[config.mk]
export PLATFORM = sky130hd
export DESIGN_NAME = program_loader_flat
export DESIGN_NICKNAME = d
export VERILOG_FILES = /design/src/rtl/program_loader_pkg.sv /design/src/rtl/program_loader_if.sv /design/src/rtl/program_loader_word_assembler.sv /design/src/rtl/program_loader.sv /design/src/flat_wrapper.sv
export SDC_FILE = /design/constraint.sdc
export NUM_CORES = 1
export LEC_CHECK = 0
export ABC_AREA = 1
export CORE_ASPECT_RATIO = 0.6
export CORE_MARGIN = 2
export CORE_UTILIZATION = 40
export CTS_CLUSTER_SIZE = 20
export DETAILED_ROUTE_END_ITERATION = 7
export GPL_TIMING_DRIVEN = 0
export PLACE_DENSITY_LB_ADDON = 0.25
export SETUP_SLACK_MARGIN = 0.4
export SYNTH_ARGS = -nofsm -noshare
export SYNTH_HDL_FRONTEND = slang
export SYNTH_SLANG_ARGS = --single-unit
[constraint.sdc]
create_clock -name clock -period 1.9 [get_ports clock]
set_input_delay 0.19 -clock clock [delete_from_list [all_inputs] [get_ports clock]]
set_output_delay 0.19 -clock clock [all_outputs]
set_load 0.05 [all_outputs]
[src/rtl/program_loader_pkg.sv]
// Shared constants for the program loader: FSM state encoding and word geometry.
package program_loader_pkg;

  localparam int WORD_BYTES = 4;

  typedef logic [2:0] state_t;

  localparam state_t S_IDLE   = 3'd0;
  localparam state_t S_LEN_LO = 3'd1;
  localparam state_t S_LEN_HI = 3'd2;
  localparam state_t S_DATA   = 3'd3;
  localparam state_t S_WRITE  = 3'd4;
  localparam state_t S_DONE   = 3'd5;
  localparam state_t S_ERROR  = 3'd6;

endpackage

[src/rtl/program_loader_if.sv]
// Byte stream in and instruction-RAM write port out of the program loader.
interface program_loader_if;

  logic        byte_valid;
  logic [7:0]  byte_data;
  logic        byte_ready;
  logic        write_enable;
  logic [31:0] write_address;
  logic [31:0] write_data;

  modport master (
    output byte_valid, byte_data,
    input  byte_ready, write_enable, write_address, write_data
  );

  modport slave (
    input  byte_valid, byte_data,
    output byte_ready, write_enable, write_address, write_data
  );

endinterface

[src/rtl/program_loader_word_assembler.sv]
// Little-endian byte-to-word assembler; word_next shows the word including the byte being loaded.
module program_loader_word_assembler
  import program_loader_pkg::*;
(
  input  logic        clock,
  input  logic        reset_n,
  input  logic        clear,
  input  logic        load,
  input  logic [7:0]  byte_in,
  output logic [31:0] word_next,
  output logic        full
);

  logic [1:0]  idx;
  logic [31:0] word_q;

  always_comb begin
    word_next = word_q;
    word_next[{idx, 3'b000} +: 8] = byte_in;
  end

  assign full = (idx == 2'(WORD_BYTES - 1));

  always_ff @(posedge clock or negedge reset_n) begin
    if (!reset_n) begin
      idx    <= 2'd0;
      word_q <= 32'd0;
    end else if (clear) begin
      idx <= 2'd0;
    end else if (load) begin
      word_q <= word_next;
      idx    <= idx + 2'd1;
    end
  end

endmodule

[src/rtl/program_loader.sv]
// Streams a length-prefixed little-endian program image into instruction RAM.
//   state  | meaning
//   IDLE   | waiting for start after reset
//   LEN_LO | take low byte of word count
//   LEN_HI | take high byte; pick DONE, ERROR or DATA
//   DATA   | collect the four bytes of a word
//   WRITE  | one-cycle RAM write, no byte taken
//   DONE   | image loaded, done held
//   ERROR  | header exceeded MAX_WORDS, error held
module program_loader
  import program_loader_pkg::*;
#(
  parameter logic [31:0] BASE_ADDRESS = 32'h0000_0000,
  parameter int unsigned MAX_WORDS    = 256
) (
  input  logic              clock,
  input  logic              reset_n,
  input  logic              start,
  program_loader_if.slave   bus,
  output logic              busy,
  output logic              done,
  output logic              error,
  output logic [15:0]       word_count
);

  state_t      state;
  logic [15:0] length;
  logic [15:0] length_full;
  logic [15:0] count_next;
  logic [31:0] word_next;
  logic        word_full;
  logic        accept;
  logic        idle_like;

  assign bus.byte_ready   = (state == S_LEN_LO) || (state == S_LEN_HI) || (state == S_DATA);
  assign bus.write_enable = (state == S_WRITE);
  assign accept      = bus.byte_valid && bus.byte_ready;
  assign length_full = {bus.byte_data, length[7:0]};
  assign count_next  = word_count + 16'd1;
  assign idle_like   = (state == S_IDLE) || (state == S_DONE) || (state == S_ERROR);
  assign busy        = !idle_like;
  assign done        = (state == S_DONE);
  assign error       = (state == S_ERROR);

  program_loader_word_assembler u_assembler (
    .clock     (clock),
    .reset_n   (reset_n),
    .clear     (state == S_LEN_HI),
    .load      (accept && (state == S_DATA)),
    .byte_in   (bus.byte_data),
    .word_next (word_next),
    .full      (word_full)
  );

  always_ff @(posedge clock or negedge reset_n) begin
    if (!reset_n) begin
      state             <= S_IDLE;
      length            <= 16'd0;
      word_count        <= 16'd0;
      bus.write_address <= 32'd0;
      bus.write_data    <= 32'd0;
    end else begin
      case (state)
        S_IDLE, S_DONE, S_ERROR: begin
          if (start) begin
            word_count <= 16'd0;
            state      <= S_LEN_LO;
          end
        end
        S_LEN_LO: begin
          if (accept) begin
            length[7:0] <= bus.byte_data;
            state       <= S_LEN_HI;
          end
        end
        S_LEN_HI: begin
          if (accept) begin
            length[15:8] <= bus.byte_data;
            if (length_full == 16'd0)
              state <= S_DONE;
            else if ({16'd0, length_full} > MAX_WORDS)
              state <= S_ERROR;
            else
              state <= S_DATA;
          end
        end
        S_DATA: begin
          // Latch address and word on the last byte so both are stable through WRITE.
          if (accept && word_full) begin
            bus.write_address <= BASE_ADDRESS + {14'd0, word_count, 2'b00};
            bus.write_data    <= word_next;
            state             <= S_WRITE;
          end
        end
        S_WRITE: begin
          word_count <= count_next;
          state      <= (count_next == length) ? S_DONE : S_DATA;
        end
        default: state <= S_IDLE;
      endcase
    end
  end

endmodule
[src/flat_wrapper.sv]
// flat-port wrapper written by rule: the top's interface ports become plain ports
module program_loader_flat import program_loader_pkg::*;
#(
  parameter logic [31:0] BASE_ADDRESS = 32'h0000_0000,
  parameter int unsigned MAX_WORDS    = 256
)
  (clock, reset_n, start, busy, done, error, word_count, bus_byte_valid, bus_byte_data, bus_byte_ready, bus_write_enable, bus_write_address, bus_write_data);
  program_loader_if bus_i ();
  input  logic clock;
  input  logic reset_n;
  input  logic start;
  output logic busy;
  output logic done;
  output logic error;
  output logic [15:0] word_count;
  input wire logic [$bits(bus_i.byte_valid)-1:0] bus_byte_valid;
  input wire logic [$bits(bus_i.byte_data)-1:0] bus_byte_data;
  output wire logic [$bits(bus_i.byte_ready)-1:0] bus_byte_ready;
  output wire logic [$bits(bus_i.write_enable)-1:0] bus_write_enable;
  output wire logic [$bits(bus_i.write_address)-1:0] bus_write_address;
  output wire logic [$bits(bus_i.write_data)-1:0] bus_write_data;
  assign bus_i.byte_valid = bus_byte_valid;
  assign bus_i.byte_data = bus_byte_data;
  assign bus_byte_ready = bus_i.byte_ready;
  assign bus_write_enable = bus_i.write_enable;
  assign bus_write_address = bus_i.write_address;
  assign bus_write_data = bus_i.write_data;
  program_loader #(.BASE_ADDRESS(BASE_ADDRESS), .MAX_WORDS(MAX_WORDS)) u_core (.clock(clock), .reset_n(reset_n), .start(start), .bus(bus_i), .busy(busy), .done(done), .error(error), .word_count(word_count));
endmodule
After elaboration in Yosys (flattened, before gate mapping) --
Index checks and enable logic that the tools add are counted. Widths: inputs -> output; s select.
Word-level totals: flip-flop bits (word level) 117, input bits 12, output and inout bits 85
Operators by class: add/subtract/negate cells 3, magnitude comparators 1, eq/ne operators 12, shift operators 2, muxes and demuxes 13, bitwise logic cells 1, reduce and logical (&&, ||, !) cells 19
Operator list (count):
- $bwmux 32 | 1
- $pmux 16 s2 | 1
- $shift 8x7->32 const A | 1
- $shiftx 8x7->32 | 1
- $mux 3 | 7
- $add 16x1->16 const B | 1
- $eq 16x16->1 | 1
- $gt 16x9->1 const B | 1
- $logic_not 16->1 | 1
- $mux 16 | 1
- $pmux 3 s5 | 1
- $reduce_and 2->1 | 5
- $eq 3x3->1 const B | 3
- $neg 5->7 | 1
- $eq 3x2->1 const B | 2
- $logic_or 1x1->1 | 4
- $mux 2 | 2
- $ne 2x1->1 const B | 2
- $ne 2x2->1 const B | 2
- $reduce_and 4->1 | 1
- $reduce_bool 2->1 | 2
- $eq 3x1->1 const B | 1
- $logic_and 1x1->1 | 3
- $logic_not 3->1 | 1
- other kinds (5) | 5

Depth between registers and ports, before layout --
Gate-level depths: netlist of the first run.
depth after elaboration 7, mapped depth 16

By module --
From an unflattened synthesis of the first run, not the netlist that was laid out.
Second synthesis, totals: cell total of the unflattened synthesis 745, area total of the unflattened synthesis 6108.4 um2
Modules (own cells, without submodules):
- program_loader | times used 1, cells an instance 459, area an instance 4117.7 um2
- program_loader_word_assembler | times used 1, cells an instance 286, area an instance 1990.7 um2

Worst setup path before layout of the first run --
OpenSTA, ideal clock, no wires.
path type flip-flop to flip-flop, from register u_core.state[1], to register u_core.state[0], setup time 126 ps, arrival time 2034 ps, data required time 1774 ps, slack -260 ps, stages on the path, launching flop included 9, buffers on the path 0, period minus slack after synthesis 2160 ps, cell sequence dfrtp_1 > nor2_1 > nor2_1 > a31oi_1 > inv_1 > or2_2 > nand2_1 > inv_1 > o21ai_0
On the way: word-level cells in the longest chain between the ends 7
Ends and longest elaborated chain:
- start: declaration | RTL line program_loader.sv:26 | state_t state;
- start signal: assignment | RTL line program_loader.sv:97 | state <= (count_next == length) ? S_DONE : S_DATA;
- $eq 3x1->1 or $eq 3x2->1 (tied branches) | RTL line program_loader.sv:35 | assign bus.byte_ready = (state == S_LEN_LO) || (state == S_LEN_HI) || (state == S_DATA);
- $logic_or 1x1->1 | RTL line program_loader.sv:35
- $logic_or 1x1->1 (*) | RTL line program_loader.sv:35
- named net bus_byte_ready | RTL line flat_wrapper.sv:18 | output wire logic [$bits(bus_i.byte_ready)-1:0] bus_byte_ready;
- $logic_and 1x1->1 (*) | RTL line program_loader.sv:37 | assign accept = bus.byte_valid && bus.byte_ready;
- $logic_and 1x1->1 | RTL line program_loader.sv:89 | if (accept && word_full) begin
- $ne 2x2->1 (no source line)
- $reduce_and 4->1 (no source line) (*)
Mark *: on every way through the listed nets, which the timed path passes. The rest lies on a longest branch. A chain may end at the register's enable or synchronous reset.

Worst setup path after layout of the first run --
from register u_core.word_count[0], to register u_core.state[1]
On the way: word-level cells in the longest chain between the ends 4
Ends and longest elaborated chain:
- start: declaration | RTL line program_loader.sv:23 | output logic [15:0] word_count
- start signal: assignment | RTL line program_loader.sv:96 | word_count <= count_next;
- $add 16x1->16 | RTL line program_loader.sv:39 | assign count_next = word_count + 16'd1;
- $eq 16x16->1 | RTL line program_loader.sv:97
- $mux 3 | RTL line program_loader.sv:97
- $pmux 3 s5 | RTL line program_loader.sv:63 | case (state)
Every way passes these cells.

==> run_results.csv, run 1 <==
group,metric,value,unit
outcome,status,"finished, violations left",
outcome,failed_checks,"setup timing",
clocking,clk_latency,0.36,ns
die,io_pins,97,
detailed_routing,vias,5538,
clocking,numClockSinks,109,
synth,ys_warn_count,0,
cells_and_area,regArea,2740,µm²
synth,synth_cell_type_count,26,
power_and_ir_drop,power.density,1380,nW/µm²
grt,grt.busiest_layer,"met1",
setup_path,worst-r2r-cell-count,14,
die,die-width,157,µm
timing,whs,0.356,ns
timing,finalMaxSlewViolations,0,
detailed_routing,avgViaCountPerCell,5.12,
die,die_y,95.8,µm
die,start_util,41.1,%
synth,ys_seq_area_share,48.6,%
job,cap_violations,0,
grt,grt_overflow,0,
die,rows,33,
cells_and_area,multiInputGateArea,2950,µm²
setup_path,rr_startpoint,"u_core.word_count[0]",
clocking,clk_pin_slew_worst_paths,0.07,ns
place,io_buffers,80,
timing,tightest_slew,0.532,ns
setup_path,arrival,2.20,ns
die,core,13700,µm²
timing,timing.final.crit_share,103,%
place,globalplace.congestion,0.908,
setup_path,r2r-end,"u_core.state[1]",
detailed_routing,drc,0,
clocking,cts_buffers,9,
timing,setup_viol,5,
setup_path,critPathKind,"reg -> reg",
timing,hold_viol_final,0,
detailed_routing,final_antenna_net_count,0,
clocking,ctsHtreeMaxLevel,3,
grt,grt_pass1_wl,27.6,mm
setup_path,critPathLaunchType,"flip-flop",
grt,antenna_found_initial,0,
grt,met1_usage,35.7,%
grt,track_usage,24.1,%
synth,yosysTopAreaCellShare,48.6,%
die,die-area,15000,µm²
setup_path,r2r_slack,-0.05,ns
grt,grt_pass1_vias,5237,
timing,tns,-0.0965,ns
timing,slew_headroom,64.5,%
grt,use_met2,34.2,%
detailed_routing,drt-pass1-iter-count,5,
synth,netlist_area,5610,µm²
power_and_ir_drop,power.leakage,0.00378,µW
clocking,cts_tree,"yes",
setup_path,required,2.15,ns
timing,period_needed,1.95,ns
detailed_routing,drt-total-wl,17.5,mm
synth,avgSynthCellArea,7.63,µm²
synth,synth_area_leaders,"dfrtp_1 (49%), nand2_1 (17%), o21ai_0 (7.3%)",
synth,ys_seq_elements,109,
detailed_routing,drt_iter0_markers,500,
synth,syn_inst,736,
cells_and_area,area_delta_synth_final,44.4,%
synth,synth_top_area_cell,"dfrtp_1",
grt,use_met3,7.83,%
detailed_routing,routedWlPerCell,16.2,µm
place,dp_hpwl,11.7,mm
hold_path,hold_path_class,"in -> async",
clocking,cts_root_buf,"clkbuf_16",
cells_and_area,fill_cells,1204,
clocking,clockBufferDepth,2,
setup_path,cp-end-kind,"flip-flop",
cells_and_area,nets,903,
timing,fmax,0.513,GHz
cells_and_area,drive_gt1_share,24.9,%
timing,fin_ws,-0.0504,ns
cells_and_area,n_antenna_cell,0,
timing,clock_skew,0.00655,ns
power_and_ir_drop,ir_worst_vdd,601,µV
grt,grt_max_degree,72,
timing,rsz0062_at_grt,"yes",
setup_path,critPathMaxFanout,8,
==> placed cells by master, fill, tap and decap left out, types with 4 or more instances in the layout <==
| master | n |
|---|---|
| buf_6 | 14 |
| o21ai_1 | 49 |
| o22ai_1 | 9 |
| clkdlybuf4s15_1 | 6 |
| o21ai_2 | 9 |
| dfrtp_2 | 13 |
| clkbuf_1 | 4 |
| o32ai_4 | 16 |
| clkdlybuf4s50_1 | 10 |
| nand2_1 | 231 |
| nand2_2 | 20 |
| clkbuf_8 | 7 |
| conb_1 | 16 |
| nor2_2 | 8 |
| clkinvlp_4 | 4 |
| inv_1 | 77 |
| nor2_4 | 11 |
| nand2_4 | 4 |
| nor2_1 | 27 |
| clkbuf_16 | 15 |
| nand3_2 | 5 |
| dfrtp_1 | 96 |
| o21ai_0 | 26 |
| buf_2 | 6 |
| buf_4 | 47 |
| dlygate4sd2_1 | 45 |
| nand4_1 | 18 |
| inv_2 | 4 |
| nand3_1 | 46 |
| clkbuf_2 | 14 |
==> metal layers <==
| metal | up-vias | share of wire [%] | wire length [µm] |
|---|---|---|---|
| met5 | - | 0 | 0 |
| met4 | 0 | 1.2 | 202 |
| met3 | 17 | 10 | 1770 |
| met2 | 245 | 41 | 7240 |
| met1 | 2632 | 47 | 8310 |
| li1 | 2644 | - | - |
==> what timing repair did <==
| action | in CTS | in global routing |
|---|---|---|
| gates cloned | 6 | 0 |
| setup buffers | 30 | 6 |
| setup endpoints to repair | 154 | 123 |
| endpoints found under the hold margin | 38 | 0 |
| pin swaps | 35 | 35 |
| gates resized for setup | 226 | 78 |
| hold buffers | 1 | 0 |
==> power breakdown <==
group          total (µW)  switching, µW  internal [µW]
Combinational        5940           3770           2170
Sequential           3380            417           2960
Clock                1890            874           1020
Total               11200           5060           6140
==> synthesized netlist by cell type <==
cell type / n
a31oi_1: 1
and3_1: 1
buf_2: 6
buf_4: 16
buf_6: 1
clkbuf_1: 20
conb_1: 1
dfrtp_1: 109
ha_1: 6
inv_1: 85
inv_2: 3
nand2_1: 249
nand2_2: 7
nand3_1: 52
nand3b_1: 1
nand4_1: 18
nor2_1: 37
nor2_2: 4
nor2_4: 5
nor3_1: 1
o211ai_1: 2
o21ai_0: 82
o21ai_1: 2
o22ai_1: 10
o32ai_1: 16
or2_2: 1
==> final cells by class <==
type	count	area share [%]
inverters	88	4.51
repair buffers	123	13.5
flip-flops and latches	109	33.9
multi-input cells	511	36.4
repair inverters	1	0.0772
clock inverters	4	0.617
plain buffers	42	5.19
well taps	192	2.96
clock buffers	11	2.87
==> stage by stage <==
| stage | std cells | worst slack (ns) | util (%) | total power (µW) | area, µm² |
|---|---|---|---|---|---|
| floorplan | 751 | 0.0758 | - | 6800 | 5950 |
| global placement | 1023 | -4.04 | 51.1 | 8080 | 6990 |
| detailed placement | 1024 | -0.279 | 51.3 | 8140 | 7010 |
| CTS | 1076 | 0.00722 | 58.2 | 10800 | 7950 |
| global route | 1081 | -0.243 | 59.3 | 11900 | 8110 |
| finish | 1081 | -0.0504 | 59.3 | 11200 | 8110 |
==> worst max path at each step <==
stage / to / cells after the start / slack (ns) / startpoint
after floorplan: u_core.state[1] / 14 / 0.08 / u_core.word_count[0]
after global placement: u_core.word_count[7] / 1 / -4.04 / reset_n
after detailed placement: u_core.bus.write_address[2] / 8 / -0.28 / bus_byte_valid
after CTS: u_core.u_assembler.word_q[10] / 10 / 0.007 / u_core.u_assembler.idx[0]
after global routing: u_core.state[1] / 14 / -0.24 / u_core.word_count[0]
final: u_core.state[1] / 14 / -0.05 / u_core.word_count[0]
==> worst max-delay path, cell delays in order, from the launching register on <==
cell	delay [ns]
dfrtp_2	0.43
ha_4	0.19
nand2_4	0.07
nor2_4	0.22
nand2_1	0.12
nand3_2	0.09
nand3_2	0.09
nor2_2	0.12
nand2_1	0.07
nor2_2	0.10
nand3_1	0.08
nand2_1	0.08
nand2_1	0.07
nand2_1	0.06
nand2_1	0.05
==> flip-flops by register name, summed over array words and instances, names as in the netlist <==
signal                     flops
u_core.length                 16
u_core.bus.write_data         32
u_core.u_assembler.idx         2
u_core.word_count             16
u_core.u_assembler.word_q     24
u_core.state                   3
u_core.bus.write_address      16
==> kinds of logic after synthesis <==
logic type      after synthesis  share of synthesized area, %
fa+ha+maj                     6                          1.34
other cells                   1                        0.0668
simple gates                376                          28.4
flops                       109                          48.6
buf+inv                     131                          10.1
compound gates              113                          11.5
Power figures use the tool's default switching activity.
==> run 2: changes to the inputs <==
Settings changed: SKIP_CTS_REPAIR_TIMING set to 1.
==> run_results.csv, run 2 (synthesis gave the netlist of run 1 again) <==
group,metric,value,unit
cells_and_area,fin_util,59.2,%
detailed_routing,drt_iter0_markers,401,
power_and_ir_drop,p_sw,4960,µW
power_and_ir_drop,power.leakage,0.00434,µW
cells_and_area,area_delta_synth_final,44.0,%
power_and_ir_drop,pwr-share-seq,30.4,%
timing,hold_viol_final,0,
power_and_ir_drop,switching_share,44.9,%
die,die_y,95.8,µm
detailed_routing,drt-total-wl,16.6,mm
cells_and_area,final_cell_mix,"nand2_1 (240), dfrtp_1 (96), inv_1 (78)",
timing,setup_viol,49,
outcome,status,"finished, violations left",
grt,track_usage,22.0,%
timing,fmax,0.504,GHz
power_and_ir_drop,total_power,11000,µW
grt,grt_overflow,0,
grt,grt_pass1_vias,4834,
setup_path,arrival,2.22,ns
timing,slew_headroom,64.5,%
clocking,clk_pin_slew_worst_paths,0.07,ns
cells_and_area,largest_reg_flops,32,
setup_path,critPathLaunchType,"flip-flop",
setup_path,crit_start,"u_core.state[1]",
setup_path,endpoint,"u_core.bus.write_address[12]",
cells_and_area,n_antenna_cell,0,
setup_path,required,2.13,ns
clocking,clk_latency,0.35,ns
die,io_pins,97,
timing,clock_skew,0.00640,ns
cells_and_area,final_cells,1067,
power_and_ir_drop,ir_worst_vdd,625,µV
power_and_ir_drop,clockPowerShare,17.1,%
grt,antenna_found_initial,0,
hold_path,hold_path_class,"in -> async",
cells_and_area,fill_cells,1221,
cells_and_area,drive_gt1_share,20.5,%
place,dp_slack,-0.279,ns
die,rows,33,
detailed_routing,drc,0,
outcome,failed_checks,"setup timing",
die,core,13700,µm²
clocking,cts_tree,"yes",
cells_and_area,final_cell_area,8090,µm²
setup_path,cp-end-kind,"flip-flop",
detailed_routing,final_antenna_net_count,0,
timing,rsz0062_at_grt,"yes",
timing,finalMaxSlewViolations,0,
setup_path,rr_startpoint,"u_core.state[1]",
setup_path,critPathMaxFanout,10,
die,die-width,157,µm
cells_and_area,final_common_cell,"nand2_1",
place,place_area,7010,µm²
die,die-area,15000,µm²
clocking,numClockSinks,109,
detailed_routing,routedWlPerCell,15.6,µm
power_and_ir_drop,power.density,1370,nW/µm²
detailed_routing,drt-pass1-iter-count,5,
place,io_buffers,80,
setup_path,critPathKind,"reg -> reg",
place,dp_hpwl,11.7,mm
timing,period_needed,1.99,ns
place,place_inst,1024,
timing,timing.final.crit_share,104,%
setup_path,r2r_slack,-0.09,ns
timing,fin_ws,-0.0853,ns
clocking,cts_buffers,9,
setup_path,r2r-end,"u_core.bus.write_address[12]",
detailed_routing,avgViaCountPerCell,5.07,
power_and_ir_drop,combPwrFrac,52.5,%
die,start_util,41.1,%
setup_path,worst-r2r-cell-count,12,
power_and_ir_drop,internal_power,6090,µW
clocking,ctsHtreeMaxLevel,3,
timing,tightest_slew,0.532,ns
job,cap_violations,0,
clocking,cts_root_buf,"clkbuf_16",
grt,grt_pass1_wl,25.3,mm
detailed_routing,vias,5411,
cells_and_area,top_register,"u_core.bus.write_data",
clocking,clockBufferDepth,2,
cells_and_area,reg.largest.list,"u_core.bus.write_data: 32 flops, u_core.u_assembler.word_q: 24 flops",
grt,grt_max_degree,72,
cells_and_area,nets,889,
place,globalplace.congestion,0.908,
## run 2: layer usage
layer | track usage (%) | vias to the layer above | wire length (µm)
li1 | - | 2634 | -
met1 | 34.4 | 2575 | 8230
met2 | 29.7 | 191 | 6800
met3 | 6.30 | 11 | 1440
met4 | 4.82 | 0 | 134
met5 | 0 | - | 0
## run 2: how the worst min path moves through the flow
stage / from / cells past startpoint / slack [ns] / endpoint
6_report: reset_n / 2 / 0.35 / u_core.bus.write_address[4]
5_1_grt: reset_n / 2 / 0.42 / u_core.bus.write_address[4]
4_1_cts: reset_n / 1 / -0.17 / u_core.bus.write_address[4]
3_5_place_dp: reset_n / 1 / 0.21 / u_core.bus.write_address[4]
3_3_place_gp: u_core.bus.write_data[1] / 2 / 0.46 / u_core.bus.write_data[1]
2_1_floorplan: reset_n / 0 / -0.11 / u_core.bus.write_address[10]
## run 2: final cells by class
cell class / count / area [µm²] / area share (%)
buffer: 43 / 372 / 4.60
timing repair buffer: 109 / 1200 / 14.8
multi-input combinational: 511 / 2900 / 35.8
inverter: 88 / 353 / 4.36
clock inverter: 4 / 50.0 / 0.619
sequential: 109 / 2740 / 33.9
clock buffer: 11 / 233 / 2.88
tap: 192 / 240 / 2.97
## run 2: worst max-delay path, stage by stage (launching register included)
cell and delay, ns:
dfrtp_1 0.40, buf_4 0.15, nand2_1 0.07, nor2_1 0.14, inv_1 0.09, nor2_4 0.16, inv_2 0.07, nor2_4 0.20
clkinv_4 0.14, buf_4 0.18, buf_6 0.14, nand2_1 0.05, o21ai_0 0.07
## run 2: power groups by stage
| stage | registers (µW) | logic [µW] | clock network, µW |
|---|---|---|---|
| 6_report | 3360 | 5800 | 1880 |
| 2_1_floorplan | 4100 | 2700 | 0 |
| 4_1_cts | 3360 | 4770 | 1920 |
| 3_3_place_gp | 3390 | 4690 | 0 |
| 3_5_place_dp | 3400 | 4740 | 0 |
| 5_1_grt | 3440 | 6250 | 2040 |
## run 2: through the flow
stage / hold slack (ns) / TNS [ns]
floorplan: -0.106 / 0
global placement: 0.458 / -407.60
detailed placement: 0.211 / -9.66
CTS: -0.167 / -5.06
global route: 0.417 / -7.34
finish: 0.354 / -2.05
